`src/rtl/reg_scoreboard.sv`:
```
`default_nettype none
// ============================================================================
//  Module      : reg_scoreboard
//  Description : GPR pending-write scoreboard for the ID stage. Tracks
//                long-latency destination registers, raises RAW/WAW/full
//                stalls, and keeps sticky spurious-completion and
//                stall-watchdog flags.
//  Revision    : 1.0 - initial release
// ============================================================================
module reg_scoreboard #(
  parameter int MAX_OUT = 4,
  parameter int TIMEOUT = 255
) (
  input  logic        clk,
  input  logic        rst,
  input  logic        id_valid,
  input  logic        id_read_en_1,
  input  logic        id_read_en_2,
  input  logic [4:0]  id_read_addr_1,
  input  logic [4:0]  id_read_addr_2,
  input  logic        id_write_en,
  input  logic [4:0]  id_write_addr,
  input  logic        id_long,
  input  logic        ext_stall,
  input  logic        done_en,
  input  logic [4:0]  done_addr,
  input  logic        flush,
  output logic        stall_id,
  output logic [1:0]  stall_reason,
  output logic [31:0] pending,
  output logic [3:0]  out_count,
  output logic        err_spurious,
  output logic        stall_timeout
);

  localparam logic [1:0] c_reason_none = 2'b00;
  localparam logic [1:0] c_reason_raw  = 2'b01;
  localparam logic [1:0] c_reason_waw  = 2'b10;
  localparam logic [1:0] c_reason_full = 2'b11;
  localparam logic [3:0] c_max_out     = MAX_OUT[3:0];
  localparam logic [7:0] c_timeout     = TIMEOUT[7:0];

  logic [31:0] pending_q, pending_d;
  logic [3:0]  out_count_q, out_count_d;
  logic [7:0]  stall_cnt_q, stall_cnt_d;
  logic        err_spurious_q, err_spurious_d;
  logic        stall_timeout_q, stall_timeout_d;

  logic [31:0] w_clr_mask;
  logic [31:0] w_set_mask;
  logic [31:0] w_eff;
  logic        w_clr_any;
  logic        w_set_any;
  logic        w_raw;
  logic        w_waw;
  logic        w_full;
  logic        w_issue;

  // Completion mask: only a pending register can be retired (bit 0 is never pending).
  always_comb begin
    w_clr_mask = '0;
    if (done_en && pending_q[done_addr]) begin
      w_clr_mask[done_addr] = 1'b1;
    end
  end

  assign w_eff     = pending_q & ~w_clr_mask;
  assign w_clr_any = |w_clr_mask;

  // Hazard detection against the scoreboard with same-cycle completions already retired.
  always_comb begin
    w_raw  = id_valid &&
             ((id_read_en_1 && (id_read_addr_1 != 5'd0) && w_eff[id_read_addr_1]) ||
              (id_read_en_2 && (id_read_addr_2 != 5'd0) && w_eff[id_read_addr_2]));
    w_waw  = id_valid && id_write_en && (id_write_addr != 5'd0) && w_eff[id_write_addr];
    // $0 is never tracked, so a long write to it can never need a slot.
    w_full = id_valid && id_long && id_write_en && (id_write_addr != 5'd0) &&
             (out_count_q == c_max_out) && !w_clr_any;
  end

  // Stall decision and prioritised reason code.
  always_comb begin
    stall_id     = w_raw || w_waw || w_full;
    stall_reason = c_reason_none;
    if (w_raw) begin
      stall_reason = c_reason_raw;
    end else if (w_waw) begin
      stall_reason = c_reason_waw;
    end else if (w_full) begin
      stall_reason = c_reason_full;
    end
  end

  assign w_issue = id_valid && !stall_id && !ext_stall && !flush;

  // New pending bit for an issued long-latency write to a real GPR.
  always_comb begin
    w_set_mask = '0;
    if (w_issue && id_long && id_write_en && (id_write_addr != 5'd0)) begin
      w_set_mask[id_write_addr] = 1'b1;
    end
  end

  assign w_set_any = |w_set_mask;

  // Next-state: scoreboard, occupancy, watchdog counter and sticky flags.
  always_comb begin
    if (flush) begin
      pending_d   = '0;
      out_count_d = '0;
    end else begin
      // Clear applied before set so a same-address retire+issue stays pending.
      pending_d   = (pending_q & ~w_clr_mask) | w_set_mask;
      out_count_d = out_count_q + {3'b000, w_set_any} - {3'b000, w_clr_any};
    end

    if (!stall_id) begin
      stall_cnt_d = 8'd0;
    end else if (stall_cnt_q == 8'hFF) begin
      stall_cnt_d = 8'hFF;
    end else begin
      stall_cnt_d = stall_cnt_q + 8'd1;
    end

    err_spurious_d  = err_spurious_q || (done_en && !pending_q[done_addr]);
    stall_timeout_d = stall_timeout_q || (stall_id && (stall_cnt_d == c_timeout));
  end

  // State registers with asynchronous active-low reset.
  always_ff @(posedge clk or negedge rst) begin
    if (!rst) begin
      pending_q       <= '0;
      out_count_q     <= '0;
      stall_cnt_q     <= '0;
      err_spurious_q  <= 1'b0;
      stall_timeout_q <= 1'b0;
    end else begin
      pending_q       <= pending_d;
      out_count_q     <= out_count_d;
      stall_cnt_q     <= stall_cnt_d;
      err_spurious_q  <= err_spurious_d;
      stall_timeout_q <= stall_timeout_d;
    end
  end

  assign pending       = pending_q;
  assign out_count     = out_count_q;
  assign err_spurious  = err_spurious_q;
  assign stall_timeout = stall_timeout_q;

endmodule
`default_nettype wire

```
`config.mk`:
```
export PLATFORM = sky130hd
export DESIGN_NAME = reg_scoreboard
export DESIGN_NICKNAME = d
export VERILOG_FILES = /design/src/rtl/reg_scoreboard.sv
export SDC_FILE = /design/constraint.sdc
export NUM_CORES = 1
export LEC_CHECK = 0
export BUFFER_PORTS_ARGS = -buffer_cell sky130_fd_sc_hd__buf_2
export CAP_MARGIN = 5
export CORE_MARGIN = 1
export CORE_UTILIZATION = 43
export DETAILED_ROUTE_END_ITERATION = 7
export PLACE_DENSITY = 0.67
export SLEW_MARGIN = 5
export SYNTH_ARGS = -nofsm -noshare
export SYNTH_HDL_FRONTEND = slang
export SYNTH_SLANG_ARGS = --single-unit
```
`constraint.sdc`:
```
create_clock -name clk -period 3.9 [get_ports clk]
set_input_delay 0.585 -clock clk [delete_from_list [all_inputs] [get_ports clk]]
set_output_delay 0.585 -clock clk [all_outputs]
set_load 0.02 [all_outputs]
```
* Word level (Yosys, flattened, before mapping) *
Index checks and enable logic that the tools add are counted.

word-level totals
  input port bits = 30
  flip-flop bits (word level) = 46
  word-level logic and storage cells = 80

cells by class
  muxes and demuxes = 21
  bitwise logic cells = 3
  $add $sub $neg = 3
  order comparisons = 6
  equality and inequality tests = 3
  reductions and logical operators = 39

operator list
  cell                   number
  $mux W32               3
  $reduce_or A32 Y1      2
  $and A32 B32 Y32       1
  $not A32 Y32           1
  $or A32 B32 Y32        1
  $logic_and A1 B1 Y1    24
  $lt A5 B6 Y1 const B   4
  $bmux W1 S5            4
  $eq A8 B8 Y1 const B   2
  $mux W8                2
  $reduce_bool A5 Y1     3
  $demux W1 S5           2
  $ge A5 B1 Y1 const B   2
  $add A8 B1 Y8 const B  1
  $mux W1                6
  $mux W2                3
  $logic_not A1 Y1       5
  $logic_or A1 B1 Y1     5
  $add A4 B1 Y4          1
  $eq A4 B3 Y1 const B   1
  $mux W4                1
  $sub A4 B1 Y4          1

* Longest topological paths before layout *
Gate-level depths: netlist (run 1).

  depth in word-level cells = 26
  depth in mapped cells = 21

* Worst setup path after synthesis (run 1) *
No wires, ideal clock.

  path type = input-to-reg
  start = in done_addr[4]
  end = reg out_count_q[1] (netlist: out_count[1])
  arrival time = 4.349 ns
  stages on the path = 18
  slack = -0.582 ns
  library setup time = 0.133 ns
  data required time = 3.767 ns
  cells stage by stage = clkbuf_1 > mux4_2 > or3b_4 > o2111ai_4 > nor3_4 > buf_4 > o31ai_1 > a221oi_1 > o2111ai_1 > nor4_1 > and2b_1 > buf_4 > nand3_4 > ha_1 > inv_1 > ha_1 > fa_1 > nor2b_1

between the ends
  cells in the longest elaborated chain, start to end = 26

ends and longest elaborated chain
  element                                                             RTL line  source
  from (decl)                                                         26        input logic [4:0] done_addr,
  $lt A5 B6 Y1 (implied by the code) or $ge A5 B1 Y1 (tied branches)  63        w_clr_mask[done_addr] = 1'b1;
  $logic_and A1 B1 Y1 (implied by the code)                           63
  $mux W1 (implied by the code)                                       63
  $demux W1 S5                                                        63
  $mux W32 *                                                          62        if (done_en && pending_q[done_addr]) begin
  $not A32 Y32                                                        67        assign w_eff = pending_q & ~w_clr_mask;
  $and A32 B32 Y32                                                    67
  $bmux W1 S5 (on tied branches)                                      73, 74
  [... 7 more ...]                                                    -
  $logic_and A1 B1 Y1 (3 in a row)                                    94        assign w_issue = id_valid && !stall_id && !ext_stall && !flush;
  $logic_and A1 B1 Y1 (3 in a row)                                    99        if (w_issue && id_long && id_write_en && (id_write_addr != 5'd0)) begin
  $mux W32                                                            99
  $reduce_or A32 Y1                                                   104       assign w_set_any = |w_set_mask;
  $add A4 B1 Y4                                                       114       out_count_d = out_count_q + {3'b000, w_set_any} - {3'b000, w_clr_any};
  $sub A4 B1 Y4 *                                                     114
  $mux W4 *                                                           108       if (flush) begin
  via out_count_d[1]                                                  44        logic [3:0] out_count_q, out_count_d;
  to (signal assigned)                                                139       out_count_q <= out_count_d;
  to (decl)                                                           44

The timed path passes the listed nets; every way through them passes the cells marked *. The select of a mux whose other input is x is not followed.

* Worst setup path in the final report (run 1) *
  start = in done_addr[1]
  end = out stall_reason[0]

between the ends
  cells in the longest elaborated chain, start to end = 13

ends and longest elaborated chain
  element                                                             RTL line  source
  $lt A5 B6 Y1 (implied by the code) or $ge A5 B1 Y1 (tied branches)  63
  $logic_and A1 B1 Y1 (implied by the code)                           63
  $mux W1 (implied by the code)                                       63
  $demux W1 S5                                                        63
  $mux W32 *                                                          62
  $not A32 Y32                                                        67
  $and A32 B32 Y32                                                    67
  $bmux W1 S5 (on tied branches)                                      73, 74
  $mux W1 (on tied branches)                                          73, 74
  $logic_and A1 B1 Y1 (on tied branches)                              73, 74
  $logic_or A1 B1 Y1                                                  73        ((id_read_en_1 && (id_read_addr_1 != 5'd0) && w_eff[id_read_addr_1]) ||
  $logic_and A1 B1 Y1                                                 72        w_raw = id_valid &&
  $mux W2 *                                                           85        if (w_raw) begin
  to (decl)                                                           29        output logic [1:0] stall_reason,

Mark *: on every way between the ends. The rest lies on a longest branch, timed or not. The select of a mux whose other input is x is not followed.

==> impl_metrics.json, run 1 <==
{
  "result_of_the_run": "finished with violations",
  "failing_checks": "DRC, setup timing",
  "yosys.area.top_type_share_pct": 26.2,
  "netlist_instances": 537,
  "diodes": 0,
  "pwr-share-comb_pct": 31.9,
  "fp.dieW_um": 103,
  "hold_buffers": 0,
  "max-clock-path-buffers": 2,
  "routedWlPerCell_um": 26.0,
  "gr-usage-all-layers_pct": 44.3,
  "drt-initial-drc-count": 920,
  "hold_path_class": "in -> async",
  "cts_buffers": 5,
  "cellPowerDensity_nw_per_um2": 178,
  "fin_crit_period_ps": 4380,
  "floorplan.core_area_um2": 9820,
  "ys_ff_latch": 46,
  "grt.overflow.total": 0,
  "p_int_w": 0.000842,
  "synth_top_area_cell": "sky130_fd_sc_hd__dfrtp_1",
  "drv_slew": 0,
  "finish.instance_area_um2": 7160,
  "num_rows": 36,
  "ys_seq_area_share_pct": 26.2,
  "path_max_fanout": 5,
  "postSynth.topFlopCell": "sky130_fd_sc_hd__dfrtp_1",
  "layout-drive-gt1-share_pct": 51.7,
  "timing.clock.skew_ps": 5.72,
  "route.final.wire_length_um": 23500,
  "vias_per_cell": 6.77,
  "power.switching_w": 0.000431,
  "n_fill_cell": 768,
  "post_synth.cell_area_avg_um2": 8.18,
  "number_of_distinct_library_cell_variants_in_the_gate_level_netlist_after_synthesis": 79,
  "tightestPinTransition_ps": 1130,
  "worstSetupStartpointType": "primary input",
  "power.share.clock_pct": 30.2,
  "critPathArrivalTime_ps": 3790,
  "grt_first_pass_wirelength_um": 33700,
  "detail_route.first_pass.iterations": 8,
  "grt_pass1_vias": 5661,
  "synth_top_cells_by_count": "sky130_fd_sc_hd__dfrtp_1 (46), sky130_fd_sc_hd__nor2_1 (42), sky130_fd_sc_hd__nand2_1 (33), sky130_fd_sc_hd__nand3_1 (30), sky130_fd_sc_hd__clkbuf_1 (29)",
  "post_synthesis_cell_area_um2": 4390,
  "area.growth.synth_to_final_pct": 63.1,
  "power.ir.vdd_worst_mv": 0.140,
  "setup_viol": 28,
  "worst_skew_pair.late_latency_ps": 320,
  "setup_ws_ps": -479,
  "die_y_extent_um": 103,
  "tritoncts": "yes",
  "ys_warn_count": 0,
  "synth.top_cells.by_area": "sky130_fd_sc_hd__dfrtp_1 (26%), sky130_fd_sc_hd__mux4_2 (3.6%), sky130_fd_sc_hd__nor2_1 (3.6%)",
  "drc_viols": 1,
  "timing.fmax_mhz": 228,
  "clock-sinks": 46,
  "clkSlewWorstSetupHoldPaths_ps": 100,
  "setup_tns_ps": -4190,
  "rr_startpoint": "pending[12]",
  "final-seq-area_um2": 1150,
  "post-layout-total-power_w": 0.00127,
  "leakagePower_nw": 3.12,
  "beginning_of_the_critical_path": "done_addr[1]",
  "vias": 6131,
  "synthesis.nets": 574,
  "netSwitchingFraction_pct": 33.9,
  "net_count_of_the_finished_layout": 809,
  "number_of_enable_type_register_cells_in_the_synthesized_netlist": 0,
  "placedInstanceArea_um2": 6100,
  "initial_utilization_pct": 44.7,
  "async_reset_ff_share_pct": 100,
  "multi_input_area_um2": 3550,
  "kind_of_critical_path": "in -> out",
  "grt_antenna_before_repair": 0,
  "floorplan.io_pins": 71,
  "fp.dieArea_um2": 10600,
  "cts.htree.levels": 2,
  "final_critical_path_share_of_the_clock_period_pct": 112,
  "seqPwrFrac_pct": 38.0,
  "antenna_left": 0,
  "drv.max_cap_violation_count": 0,
  "unrepaired_setup_endpoints_after_global_routing": "yes",
  "routabilityCongestion": 1.03,
  "required_ps": 3310,
  "place.detailed.hpwl_um": 17100,
  "final_hold_violating_endpoints": 0,
  "buffer_cell_driving_the_clock_tree_root": "sky130_fd_sc_hd__clkbuf_8",
  "yosys.cell_count.top_type": "sky130_fd_sc_hd__dfrtp_1",
  "timing.critical_path.to_type": "output port",
  "rel_slew_slack_pct": 24.5,
  "pin_count_of_the_biggest_net_entering_global_routing": 47,
  "buffer_ports.inserted": 70
}
## worst max-delay path, cell delays in order
cell and delay (ps):
sky130_fd_sc_hd__buf_12 110, sky130_fd_sc_hd__mux4_2 310, sky130_fd_sc_hd__or3b_4 390, sky130_fd_sc_hd__o2111ai_4 110, sky130_fd_sc_hd__nor3_4 70, sky130_fd_sc_hd__buf_4 150, sky130_fd_sc_hd__buf_6 130, sky130_fd_sc_hd__o311ai_0 430
sky130_fd_sc_hd__nand4_1 310, sky130_fd_sc_hd__a32oi_2 290, sky130_fd_sc_hd__o31a_1 190, sky130_fd_sc_hd__a311o_1 170, sky130_fd_sc_hd__buf_6 150, sky130_fd_sc_hd__nand2b_4 70, sky130_fd_sc_hd__a21o_1 180, sky130_fd_sc_hd__buf_6 130
## routing by layer
metal | global-route usage, % | routed length, µm | part of all wire [%] | vias up
li1 | - | - | - | 2567
met1 | 57.4 | 8750 | 37 | 2864
met2 | 65.8 | 9910 | 42 | 547
met3 | 15.0 | 3310 | 14 | 153
met4 | 21.9 | 1560 | 6.6 | 0
met5 | 0 | 0 | 0 | -
## power groups by stage
stage	logic (W)	clock network (W)	registers [W]
after detailed placement	0.000315	0	0.000492
after CTS	0.000347	0.000386	0.000483
after global routing	0.000422	0.000399	0.000484
after global placement	0.000310	0	0.000492
after floorplan	0.000163	0	0.000493
final	0.000406	0.000384	0.000483
## placed cells by master (no fill, tap or decap), drive strengths merged, types with 11 or more instances in the layout
cell / n
buf: 273
dfrtp: 46
nor2: 42
nand2: 33
nand3: 31
nor3: 24
o21ai: 24
a21oi: 19
o22ai: 19
inv: 18
o31ai: 18
mux2i: 13
a31oi: 13
o211ai: 11
## flip-flops by register name, indices dropped and copies added (netlist names)
register       flops
err_spurious       1
stall_timeout      1
pending           32
out_count          4
stall_cnt_q        8
## through the flow
step | setup slack [ps] | instances | hold WS, ps | utilization [%]
floorplan | -436 | 537 | 289 | -
global placement | -766 | 864 | 444 | 62.1
detailed placement | -855 | 864 | 448 | 62.1
CTS | -327 | 893 | 470 | 67.5
global route | -510 | 906 | 478 | 72.9
finish | -479 | 906 | 466 | 72.9
## cell type report
| cell class | count | share of cell area, % |
|---|---|---|
| clock buffers | 6 | 1.01 |
| repair buffers | 274 | 29.5 |
| multi-input cells | 426 | 49.5 |
| flip-flops and latches | 46 | 16.1 |
| well taps | 133 | 2.32 |
| clock inverters | 2 | 0.524 |
| inverters | 19 | 1.07 |
## cells by family after synthesis
| kind of cell | synth area share [%] |
|---|---|
| XOR/XNOR | 1.80 |
| AND/OR/NAND/NOR | 27.0 |
| flip-flops | 26.2 |
| adder cells (fa/ha/maj) | 2.39 |
| buffers and inverters | 6.33 |
| AO/OA/AOI/OAI | 28.2 |
| multiplexers | 8.09 |
## what timing repair did
item	in CTS	in global routing
buffers inserted	19	15
resized for setup	60	87
setup endpoints to repair	10	31
pin swaps	35	41
cloned	3	1
## final timing paths
kind / end / slack [ps] / cells past startpoint
setup / recovery: stall_reason[0] / -480 / 16
hold / removal: pending[4] / 470 / 1
setup reg to reg: out_count[1] / -380 / 18
hold reg to reg: err_spurious / 470 / 1
max in group asynchronous: pending[8] / 2740 / 1
min in group clk: err_spurious / 470 / 1
No activity file was read; power rests on OpenSTA's default activity.
==> inputs of run 2 (changes only) <==
CORE_MARGIN = unset   (was 1)
RECOVER_POWER = 100   (was unset)
==> run 2 against run 1 <==
The flow finishes with violations (capacitance limit, slew limit, setup timing). Clock skew decreased by 3.0 ps. Combinational power about the same. Critical path depth unchanged. Flip-flop and latch count unchanged. Largest power group unchanged.
==> impl_metrics.json, run 2 (synthesis gave the netlist of run 1 again) <==
{
  "initial_utilization_pct": 44.7,
  "area.growth.synth_to_final_pct": 61.4,
  "buffer_cell_driving_the_clock_tree_root": "sky130_fd_sc_hd__clkbuf_8",
  "vias_per_cell": 6.78,
  "worstSetupStartpointType": "primary input",
  "drv_slew": 47,
  "antenna_left": 0,
  "required_ps": 3310,
  "number_of_flip_flops_in_the_largest_register": 32,
  "drc_viols": 0,
  "floorplan.core_area_um2": 9820,
  "routedWlPerCell_um": 26.0,
  "timing.critical_path.to_type": "output port",
  "final_critical_path_share_of_the_clock_period_pct": 111,
  "setup_viol": 23,
  "vias": 6143,
  "hold-path-cell-count": 1,
  "num_rows": 36,
  "cts_buffers": 5,
  "fp.dieW_um": 103,
  "failing_checks": "capacitance limit, slew limit, setup timing",
  "leakagePower_nw": 2.95,
  "unrepaired_setup_endpoints_after_global_routing": "yes",
  "final_cell_mix": "sky130_fd_sc_hd__buf_4 (166), sky130_fd_sc_hd__dfrtp_1 (46), sky130_fd_sc_hd__nor2_1 (41)",
  "drt-initial-drc-count": 852,
  "hold_path.startpoint": "err_spurious",
  "mostFrequentLayoutCell": "sky130_fd_sc_hd__buf_4",
  "detail_route.first_pass.iterations": 5,
  "result_of_the_run": "finished with violations",
  "ff2ff_setup_slack_ps": -350,
  "pin_count_of_the_biggest_net_entering_global_routing": 47,
  "timing.clock.skew_ps": 2.71,
  "place.detailed.hpwl_um": 17100,
  "max-clock-path-buffers": 2,
  "power.ir.vdd_worst_mv": 0.142,
  "critPathArrivalTime_ps": 3760,
  "diodes": 0,
  "cts.htree.levels": 2,
  "grt_antenna_before_repair": 0,
  "cellPowerDensity_nw_per_um2": 180,
  "fp.dieArea_um2": 10600,
  "path_max_fanout": 6,
  "layout-drive-gt1-share_pct": 46.7,
  "clock-sinks": 46,
  "floorplan.io_pins": 71,
  "worst_skew_pair.late_latency_ps": 320,
  "hold_buffers": 0,
  "net_count_of_the_finished_layout": 809,
  "reg2reg_depth": 19,
  "die_y_extent_um": 103,
  "rel_slew_slack_pct": -80.8,
  "grt_first_pass_wirelength_um": 33700,
  "tightestPinTransition_ps": 2710,
  "grt.overflow.total": 0,
  "buffer_ports.inserted": 70,
  "fin_crit_period_ps": 4340,
  "kind_of_critical_path": "in -> out",
  "final_hold_violating_endpoints": 0,
  "hold_path_class": "reg -> reg",
  "tritoncts": "yes",
  "min_to": "err_spurious",
  "grt_pass1_vias": 5661,
  "rr_startpoint": "pending[30]",
  "clkSlewWorstSetupHoldPaths_ps": 100,
  "route.final.wire_length_um": 23500,
  "reg_to_reg_critical_path_endpoint": "out_count[1]",
  "routabilityCongestion": 1.03,
  "postLayoutCoreUtil_pct": 72.1,
  "drv.max_cap_violation_count": 1,
  "gr-usage-all-layers_pct": 44.3,
  "timing.fmax_mhz": 230,
  "setup_ws_ps": -444,
  "post-layout-total-power_w": 0.00127
}
[run 2: layer usage]
layer | vias to the layer above | share of wire, % | track usage (%)
met5 | - | 0 | 0
met4 | 0 | 6.6 | 21.9
met3 | 143 | 14 | 15.0
li1 | 2568 | - | -
met1 | 2882 | 37 | 57.4
met2 | 550 | 42 | 65.8
[run 2: cell type report]
class	instances	area, µm²
multi-input cells	426	3550
fillers	805	2740
repair buffers	274	2030
flip-flops and latches	46	1150
well taps	133	166
inverters	19	76.3
clock buffers	6	72.6
clock inverters	2	37.5
[run 2: report_power, final]
| part | switching [W] | internal, W | leakage, nW | total [W] |
|---|---|---|---|---|
| Combinational | 0.000235 | 0.000170 | 2.26 | 0.000405 |
| Sequential | 0.00000343 | 0.000480 | 0.636 | 0.000483 |
| Clock | 0.000195 | 0.000192 | 0.0514 | 0.000386 |
| Total | 0.000433 | 0.000841 | 2.95 | 0.00127 |
[run 2: worst max path at each step]
stage	start	to	slack, ps	cells after the start
after global routing	done_addr[4]	stall_reason[0]	-510	17
after global placement	done_addr[1]	out_count[3]	-770	21
after CTS	done_addr[1]	stall_id	-330	17
final	done_addr[1]	stall_reason[0]	-440	16
after floorplan	done_addr[2]	out_count[1]	-440	17
after detailed placement	done_addr[1]	out_count[3]	-850	21
[run 2: repair_timing]
| item | 4_1_cts | 5_1_grt |
|---|---|---|
| endpoints found under the setup margin | 10 | 31 |
| setup buffers | 19 | 15 |
| gates cloned | 3 | 1 |
| resized for setup | 60 | 87 |
| pin swaps | 35 | 41 |
[run 2: critical path, cell delays in order]
cell	delay, ps
sky130_fd_sc_hd__buf_12	100
sky130_fd_sc_hd__buf_8	110
sky130_fd_sc_hd__mux4_2	490
sky130_fd_sc_hd__a32o_2	330
sky130_fd_sc_hd__nor3_4	210
sky130_fd_sc_hd__buf_4	160
sky130_fd_sc_hd__buf_6	120
sky130_fd_sc_hd__o311ai_0	170
sky130_fd_sc_hd__nand4_1	230
sky130_fd_sc_hd__a32oi_2	100
sky130_fd_sc_hd__o31a_1	330
sky130_fd_sc_hd__a311o_1	310
sky130_fd_sc_hd__buf_6	150
sky130_fd_sc_hd__nand2b_4	90
sky130_fd_sc_hd__a21o_1	130
sky130_fd_sc_hd__buf_6	120
[run 2: metrics by stage]
stage                     setup WS (ps)  hold WS, ps  setup TNS, ps  std cells  area [µm²]
after floorplan                    -436          289          -1260        537        4530
after global placement             -766          444         -11140        864        6100
after detailed placement           -855          448         -13170        864        6100
after CTS                          -327          470          -1800        893        6630
after global routing               -510          483          -5220        906        7080
final                              -444          470          -3590        906        7080
